`config.mk`:
```
export PLATFORM = sky130hd
export DESIGN_NAME = fir_sample_packer
export DESIGN_NICKNAME = d
export VERILOG_FILES = /design/src/rtl/fir_sample_packer.sv
export SDC_FILE = /design/constraint.sdc
export NUM_CORES = 1
export LEC_CHECK = 0
export ABC_AREA = 1
export BUFFER_PORTS_ARGS = -buffer_cell sky130_fd_sc_hd__buf_2
export CAP_MARGIN = 30
export CORE_MARGIN = 8
export CORE_UTILIZATION = 43
export CTS_BUF_LIST = sky130_fd_sc_hd__clkbuf_16
export DETAILED_ROUTE_END_ITERATION = 6
export GPL_ROUTABILITY_DRIVEN = 0
export HOLD_SLACK_MARGIN = 0.06
export MAX_ROUTING_LAYER = met4
export REMOVE_ABC_BUFFERS = 1
export SYNTH_ARGS = -nofsm -noshare
export SYNTH_HDL_FRONTEND = slang
export SYNTH_SLANG_ARGS = --single-unit
```
`constraint.sdc`:
```
create_clock -name clk -period 3.3 [get_ports clk]
set_input_delay 0.66 -clock clk [delete_from_list [all_inputs] [get_ports clk]]
set_output_delay 0.66 -clock clk [all_outputs]
set_load 0.02 [all_outputs]
```
`src/rtl/fir_sample_packer.sv`:
```
// Packs decimated 14-bit FIR samples in pairs into 32-bit AXI-Stream words through a FWFT FIFO.
// Optional macro FIR_SAMPLE_PACKER_DROP_CNT_EN adds a saturating dropped-word counter port.
module fir_sample_packer #(
    parameter int FIFO_DEPTH  = 16,
    parameter int FRAME_WORDS = 256
) (
    input  logic        clk,
    input  logic        rstn,
    input  logic        ce,
    input  logic [13:0] is14_sample,
    input  logic        i_enable,
    input  logic [7:0]  iu8_decim,
    input  logic        i_ovf_clr,
    output logic [31:0] m_axis_tdata,
    output logic        m_axis_tvalid,
    input  logic        m_axis_tready,
    output logic        m_axis_tlast,
`ifdef FIR_SAMPLE_PACKER_DROP_CNT_EN
    output logic [15:0] ou16_drop_count,
`endif
    output logic        o_overflow
);

    localparam int AW = $clog2(FIFO_DEPTH);

    logic [7:0]  dcnt;
    logic [7:0]  dlen;
    logic [7:0]  n_in;
    logic        phase;
    logic [15:0] lower;
    logic [15:0] sample_ext;
    logic [31:0] word_q;
    logic        push_q;

    assign n_in       = (iu8_decim == 8'd0) ? 8'd1 : iu8_decim;
    assign sample_ext = {{2{is14_sample[13]}}, is14_sample};

    // The ratio is latched whenever the counter sits at 0, so a new N only applies after a wrap.
    always_ff @(posedge clk) begin
        if (!rstn) begin
            dcnt   <= 8'd0;
            dlen   <= 8'd1;
            phase  <= 1'b0;
            lower  <= 16'd0;
            word_q <= 32'd0;
            push_q <= 1'b0;
        end else begin
            push_q <= 1'b0;
            if (!i_enable) begin
                dcnt  <= 8'd0;
                phase <= 1'b0;
                lower <= 16'd0;
            end else if (ce) begin
                if (dcnt == 8'd0) begin
                    dlen <= n_in;
                    dcnt <= (n_in == 8'd1) ? 8'd0 : 8'd1;
                    if (!phase) begin
                        lower <= sample_ext;
                        phase <= 1'b1;
                    end else begin
                        word_q <= {sample_ext, lower};
                        push_q <= 1'b1;
                        phase  <= 1'b0;
                    end
                end else begin
                    dcnt <= (dcnt == 8'(dlen - 8'd1)) ? 8'd0 : 8'(dcnt + 8'd1);
                end
            end
        end
    end

    // Output handshake: a word moves only on a cycle where m_axis_tvalid and m_axis_tready
    // are both high; while tvalid is high and tready low, tdata/tlast hold the FIFO head.
    logic [32:0] mem [FIFO_DEPTH];
    logic [AW:0] wr_ptr;
    logic [AW:0] rd_ptr;
    logic [AW:0] count;
    logic [15:0] fcnt;
    logic        empty;
    logic        full;
    logic        pop;
    logic        wr_en;
    logic        drop;
    logic        frame_last;
    logic [32:0] head;

    assign count      = wr_ptr - rd_ptr;
    assign empty      = (count == '0);
    assign full       = (count == (AW+1)'(FIFO_DEPTH));
    assign pop        = !empty && m_axis_tready;
    assign wr_en      = push_q && (!full || pop);
    assign drop       = push_q && full && !pop;
    assign frame_last = (fcnt == 16'(FRAME_WORDS - 1));
    assign head       = mem[rd_ptr[AW-1:0]];

    assign m_axis_tvalid = !empty;
    assign m_axis_tdata  = empty ? 32'd0 : head[31:0];
    assign m_axis_tlast  = !empty && head[32];

    always_ff @(posedge clk) begin
        if (wr_en) begin
            mem[wr_ptr[AW-1:0]] <= {frame_last, word_q};
        end
    end

    always_ff @(posedge clk) begin
        if (!rstn) begin
            wr_ptr     <= '0;
            rd_ptr     <= '0;
            fcnt       <= 16'd0;
            o_overflow <= 1'b0;
        end else begin
            if (pop) begin
                rd_ptr <= rd_ptr + 1'b1;
            end
            if (wr_en) begin
                wr_ptr <= wr_ptr + 1'b1;
                fcnt   <= frame_last ? 16'd0 : 16'(fcnt + 16'd1);
            end
            if (drop) begin
                o_overflow <= 1'b1;
            end else if (i_ovf_clr) begin
                o_overflow <= 1'b0;
            end
        end
    end

`ifdef FIR_SAMPLE_PACKER_DROP_CNT_EN
    always_ff @(posedge clk) begin
        if (!rstn) begin
            ou16_drop_count <= 16'd0;
        end else if (drop) begin
            if (ou16_drop_count != 16'hFFFF) begin
                ou16_drop_count <= ou16_drop_count + 16'd1;
            end
        end else if (i_ovf_clr) begin
            ou16_drop_count <= 16'd0;
        end
    end
`endif

endmodule

```
# ---- Word level (Yosys, flattened, before mapping)
# Memory sizes are Yosys's and may differ from the RTL's. A register that Yosys moved wholly into a read port is not among the register bits.
# Index checks and enable logic that the tools add are counted.
dict set report word_totals {
  regBits 89
  inputBits 28
  elab_cells 55
  mem_bits_rw 528
  output_inout_bits 35
  n_memories 1
}
dict set report op_classes {
  eq_ne 4
  n_bitwise 1
  n_reduce_logical 19
  n_addsub 6
  n_mux 14
}
# name depth word_bits rd rd_clocked_by_memory_dff write_ports line_no
set memory_table {}
lappend memory_table {mem 16 33 1 1 1 74} ;# logic [32:0] mem [FIFO_DEPTH];
# op count
set op_table {}
lappend op_table {{$mux W32} 1}
lappend op_table {{$mux W8} 3}
lappend op_table {{$add A16 B1 Y16 const B} 1}
lappend op_table {{$eq A16 B8 Y1 const B} 1}
lappend op_table {{$logic_not A8 Y1} 2}
lappend op_table {{$mux W16} 1}
lappend op_table {{$add A5 B1 Y5 const B} 2}
lappend op_table {{$add A8 B1 Y8 const B} 1}
lappend op_table {{$eq A8 B1 Y1 const B} 1}
lappend op_table {{$eq A8 B8 Y1} 1}
lappend op_table {{$mux W4} 2}
lappend op_table {{$reduce_and A4 Y1} 2}
lappend op_table {{$sub A8 B1 Y8 const B} 1}
lappend op_table {{$mux W1} 7}
lappend op_table {{$reduce_and A3 Y1} 2}
lappend op_table {{$eq A5 B5 Y1 const B} 1}
lappend op_table {{$logic_and A1 B1 Y1} 5}
lappend op_table {{$logic_not A5 Y1} 1}
lappend op_table {{$sub A5 B5 Y5} 1}
lappend op_table {{$reduce_and A2 Y1} 2}
lappend op_table {{$logic_not A1 Y1} 3}
lappend op_table {{$reduce_bool A2 Y1} 1}
lappend op_table {{$logic_or A1 B1 Y1} 1}
lappend op_table {{$not A1 Y1} 1}

# ---- Depth between registers and ports, before layout
dict set report depth {
  ltp_word 8
  depth_mapped 15
  mapped_depth_nobuf 14
}

# ---- Least setup slack after synthesis
# No wires, ideal clock.
dict set report synth_timing {
  kind {register to register}
  from {register rd_ptr[2]}
  to {memory mem[0][0], enable pin}
  path_buffers 0
  required_time_ns 2.885
  arrival_ns 2.823
  path_stages_with_launch 12
  setup_ns 0.415
  period_less_slack_ns 3.238
  setup_slack_ns 0.062
  cell_sequence {dfxtp_1 inv_1 ha_1 a21oi_1 nand3_1 nand2_1 nor2_2 nand3b_1 nand2_1 inv_1 nand2_1 nor2_1}
}
dict set report synth_between {
  elab_chain_cells 8
}
# item line_no
set synth_rtl {}
lappend synth_rtl {{start: declaration} 76} ;# logic [AW:0] rd_ptr;
lappend synth_rtl {{start signal: assignment} 114} ;# rd_ptr <= rd_ptr + 1'b1;
lappend synth_rtl {{$sub A5 B5 Y5 *} 87} ;# assign count = wr_ptr - rd_ptr;
lappend synth_rtl {{$logic_not A5 Y1} 88} ;# assign empty = (count == '0);
lappend synth_rtl {{$logic_not A1 Y1} 90} ;# assign pop = !empty && m_axis_tready;
lappend synth_rtl {{$logic_and A1 B1 Y1} 90}
lappend synth_rtl {{$logic_or A1 B1 Y1 *} 91} ;# assign wr_en = push_q && (!full || pop);
lappend synth_rtl {{$logic_and A1 B1 Y1 *} 91}
lappend synth_rtl {{$mux W1 *} 101} ;# if (wr_en) begin
lappend synth_rtl {{$mux W1 (not written as such) *} 102} ;# mem[wr_ptr[AW-1:0]] <= {frame_last, word_q};
lappend synth_rtl {{end: declaration} 74}
# Mark *: on every way between the ends. The rest lies on a longest branch, timed or not.

==> impl_metrics.py <==
metrics = {
    "status": {
        "status": "complete, no violations",
    },
    "global_routing": {
        "grt_pass1_wl_microns": 89100,
        "grt_usage_pct": 18.9,
        "antenna_found_initial": 1,
        "first_global_vias": 15200,
        "grt_max_degree": 106,
        "overflow": 0,
    },
    "pwr": {
        "internal-power_uw": 12200,
        "p_sw_share_pct": 27.7,
        "comb_power_share_pct": 17.5,
        "power_switching_uw": 4670,
        "cellLeakagePower_uw": 0.00990,
        "clkPwrFrac_pct": 37.5,
        "p_seq_share_pct": 45.0,
        "max-vdd-ir-drop_v": 0.000423,
        "p_per_area_nw_per_um2": 623,
    },
    "layout": {
        "multi_input_area_sq_um": 6420,
        "nets": 2209,
        "layout-drive-gt1-share_pct": 15.6,
        "syn_to_final_growth_pct": 15.4,
        "fillers": 4693,
        "ff_latch_area_sq_um": 15800,
        "utilization_pct": 50.2,
    },
    "synthesis": {
        "yosys.cell_types.count": 39,
        "synthArstFlopShare_pct": 0,
        "ys.warnings.count": 0,
        "syn-cell-area_sq_um": 23400,
        "synth_top_cell_by_area": "edfxtp_1",
        "synth_edf_count": 464,
        "syn_area_per_cell_sq_um": 11.3,
        "yosysSeqAreaShare_pct": 67.2,
        "synth.top_cell.area_share_pct": 59.5,
        "synth_cells": 2082,
        "ys_ff_latch": 555,
        "synth_ff_type": "edfxtp_1",
        "synth_area_leaders": "edfxtp_1 59%, dfxtp_1 7.8%, a21oi_1 5.7%, o21ai_0 4.8%, inv_1 3.6%",
    },
    "routing": {
        "wl_met2_microns": 28400,
        "vias": 15500,
        "wl_microns": 59400,
        "postRouteAntennaNets": 0,
        "routed-wl-met3_microns": 2980,
        "drtIter0Drc": 1196,
        "drt-wirelength-per-cell_microns": 20.4,
        "firstDrtPassIters": 5,
        "wl_met1_microns": 26700,
        "route.detailed.drc": 0,
        "viasPerCell": 5.31,
        "top_layer": "met4",
    },
    "critical_path": {
        "critical_path_class": "reg -> out",
        "r2r_end": "mem[14][20]$_DFFE_PP_",
        "arrival_ns": 2.54,
        "start_kind": "flip-flop",
        "r2r-start": "wr_ptr[3]$_SDFFE_PN0P_",
        "path_max_fanout": 30,
        "r2r_slack_ns": 0.61,
        "required_ns": 2.64,
        "r2r_cells": 11,
        "endpoint_kind": "output port",
    },
    "clock_network": {
        "path_clk_slew_ns": 0.06,
        "postCtsHoldBufs": 0,
        "clockRootBuffer": "clkbuf_16",
        "cts_inserted_buffers": 58,
        "cts_tree": "built",
        "cts-htree-levels": 2,
        "clk_latency_ns": 0.62,
        "clock_sinks": 555,
        "clockBufferDepth": 3,
    },
    "floorplan": {
        "io-pin-count": 63,
        "start_util_pct": 43.5,
        "die_height_microns": 249,
        "die_w_microns": 249,
        "core_sq_um": 53800,
        "std_cell_rows": 85,
        "die-area_sq_um": 62200,
    },
    "sta": {
        "tightest_slew_ns": 0.730,
        "period_needed_ns": 3.20,
        "fin_crit_sh_pct": 96.9,
        "slew_headroom_pct": 51.3,
        "setup_violations": 0,
        "hold_slack_ns": 0.323,
        "slew_viol_final": 0,
        "finClkSkew_ns": 0.0267,
        "tns_ns": 0,
        "finalHoldViolCount": 0,
        "max_freq_ghz": 0.313,
    },
    "placement": {
        "dp_hpwl_microns": 32300,
        "portBuffers": 62,
    },
    "worst_hold_path": {
        "min_path_type": "in -> reg",
        "holdPathEnd": "word_q[23]$_SDFFE_PN0P_",
        "min-delay-start": "is14_sample[7]",
        "min_path_cells": 3,
    },
    "job": {
        "maxCapViolations": 0,
    },
}
cell families (layout without fill, tap and decap cells):
| family | Yosys count | in the layout | synth area share (%) |
|---|---|---|---|
| buffers and inverters | 349 | 485 | 6.26 |
| XOR/XNOR | 23 | 23 | 0.860 |
| AO/OA/AOI/OAI | 561 | 561 | 12.4 |
| adder cells (fa/ha/maj) | 13 | 13 | 0.694 |
| multiplexers | 70 | 70 | 3.13 |
| other | 0 | 1 | 0 |
| AND/OR/NAND/NOR | 511 | 511 | 9.38 |
| flip-flops | 555 | 555 | 67.2 |
flip-flops by register name, summed over array words and instances (netlist names), 5 cells and up, named ones only:
register,count
dlen,8
rd_ptr,5
fcnt,16
wr_ptr,5
lower,14
dcnt,8
mem,464
word_q,28
layout make-up:
cell class | instances | share of cell area, %
well taps | 696 | 3.22
flip-flops and latches | 555 | 58.4
clock inverters | 50 | 1.30
repair buffers | 141 | 4.52
multi-input cells | 1178 | 23.7
diodes | 1 | 0.00925
inverters | 234 | 3.30
clock buffers | 60 | 5.55
layout by cell type, fill, tap and decap left out, drive strengths merged, types with 54 or more instances in the layout:
master  Yosys  layout
edfxtp    464     464
inv       231     244
nor2      198     198
clkbuf     51      64
nand2     206     206
a21oi     288     288
o21ai     253     253
buf        64     137
nand3      54      54
dfxtp      91      91
through the flow:
| step | cells | area, sq um | power, uW | setup WS, ns |
|---|---|---|---|---|
| 2_1_floorplan | 1967 | 22800 | 9460 | -6.39 |
| 3_3_place_gp | 2787 | 24800 | 10300 | 0.334 |
| 3_5_place_dp | 2788 | 24800 | 10300 | 0.285 |
| 4_1_cts | 2899 | 26700 | 16700 | -0.0223 |
| 5_1_grt | 2915 | 27000 | 17500 | -0.0192 |
| 6_report | 2915 | 27000 | 16800 | 0.104 |
layer usage:
metal / GRT usage (%) / vias to the layer above
met5: - / -
met4: 4.90 / 0
met3: 3.02 / 89
met2: 31.0 / 402
met1: 24.3 / 7551
li1: - / 7431
cell usage after synthesis, types with 7 or more instances:
master,number
nand3b_1,12
mux2_2,26
o22ai_1,13
buf_4,9
edfxtp_1,464
xnor2_1,7
ha_1,13
nand2_2,18
nor2_1,196
a21oi_2,20
mux2i_1,44
inv_1,227
o21ai_1,30
clkbuf_1,51
nand4_1,7
a21oi_1,268
dfxtp_1,91
nor3_1,28
buf_2,48
nand3_1,52
xor2_1,16
o21ai_0,223
nand2_1,188
repair_timing:
action                     4_1_cts  5_1_grt
pin swaps                        3        7
resized for setup               21       37
gates cloned                     1        4
buffers inserted                 0       11
setup endpoints to repair       32       33
power by group through the flow:
stage / sequential, uW / clock [uW] / combinational (uW)
after global routing: 7590 / 6730 / 3220
after detailed placement: 7740 / 0 / 2600
after CTS: 7590 / 6450 / 2700
final: 7580 / 6310 / 2950
after global placement: 7740 / 0 / 2570
after floorplan: 7990 / 0 / 1480
how the worst max path moves through the flow:
stage                                 startpoint                to  slack (ns)  depth (start not counted)
after global routing                   flip-flop  m_axis_tdata[10]       -0.02                          9
after global placement    rd_ptr[2]$_SDFFE_PN0N_  m_axis_tdata[31]        0.33                         10
after floorplan                        flip-flop  m_axis_tdata[13]       -6.39                          5
after detailed placement  rd_ptr[2]$_SDFFE_PN0N_  m_axis_tdata[31]        0.28                         10
final                                  flip-flop  m_axis_tdata[10]        0.10                          9
after CTS                              flip-flop  m_axis_tdata[11]       -0.02                          9
worst max-delay path: stages (launching register included):
cell and delay [ns]:
dfxtp_4 0.40, buf_4 0.19, buf_4 0.15, clkbuf_16 0.20, o21ai_0 0.23, nand2_1 0.09, o22ai_1 0.14, o21ai_0 0.10
nor2_1 0.23, buf_4 0.19
(Power assumes the default switching activity.)
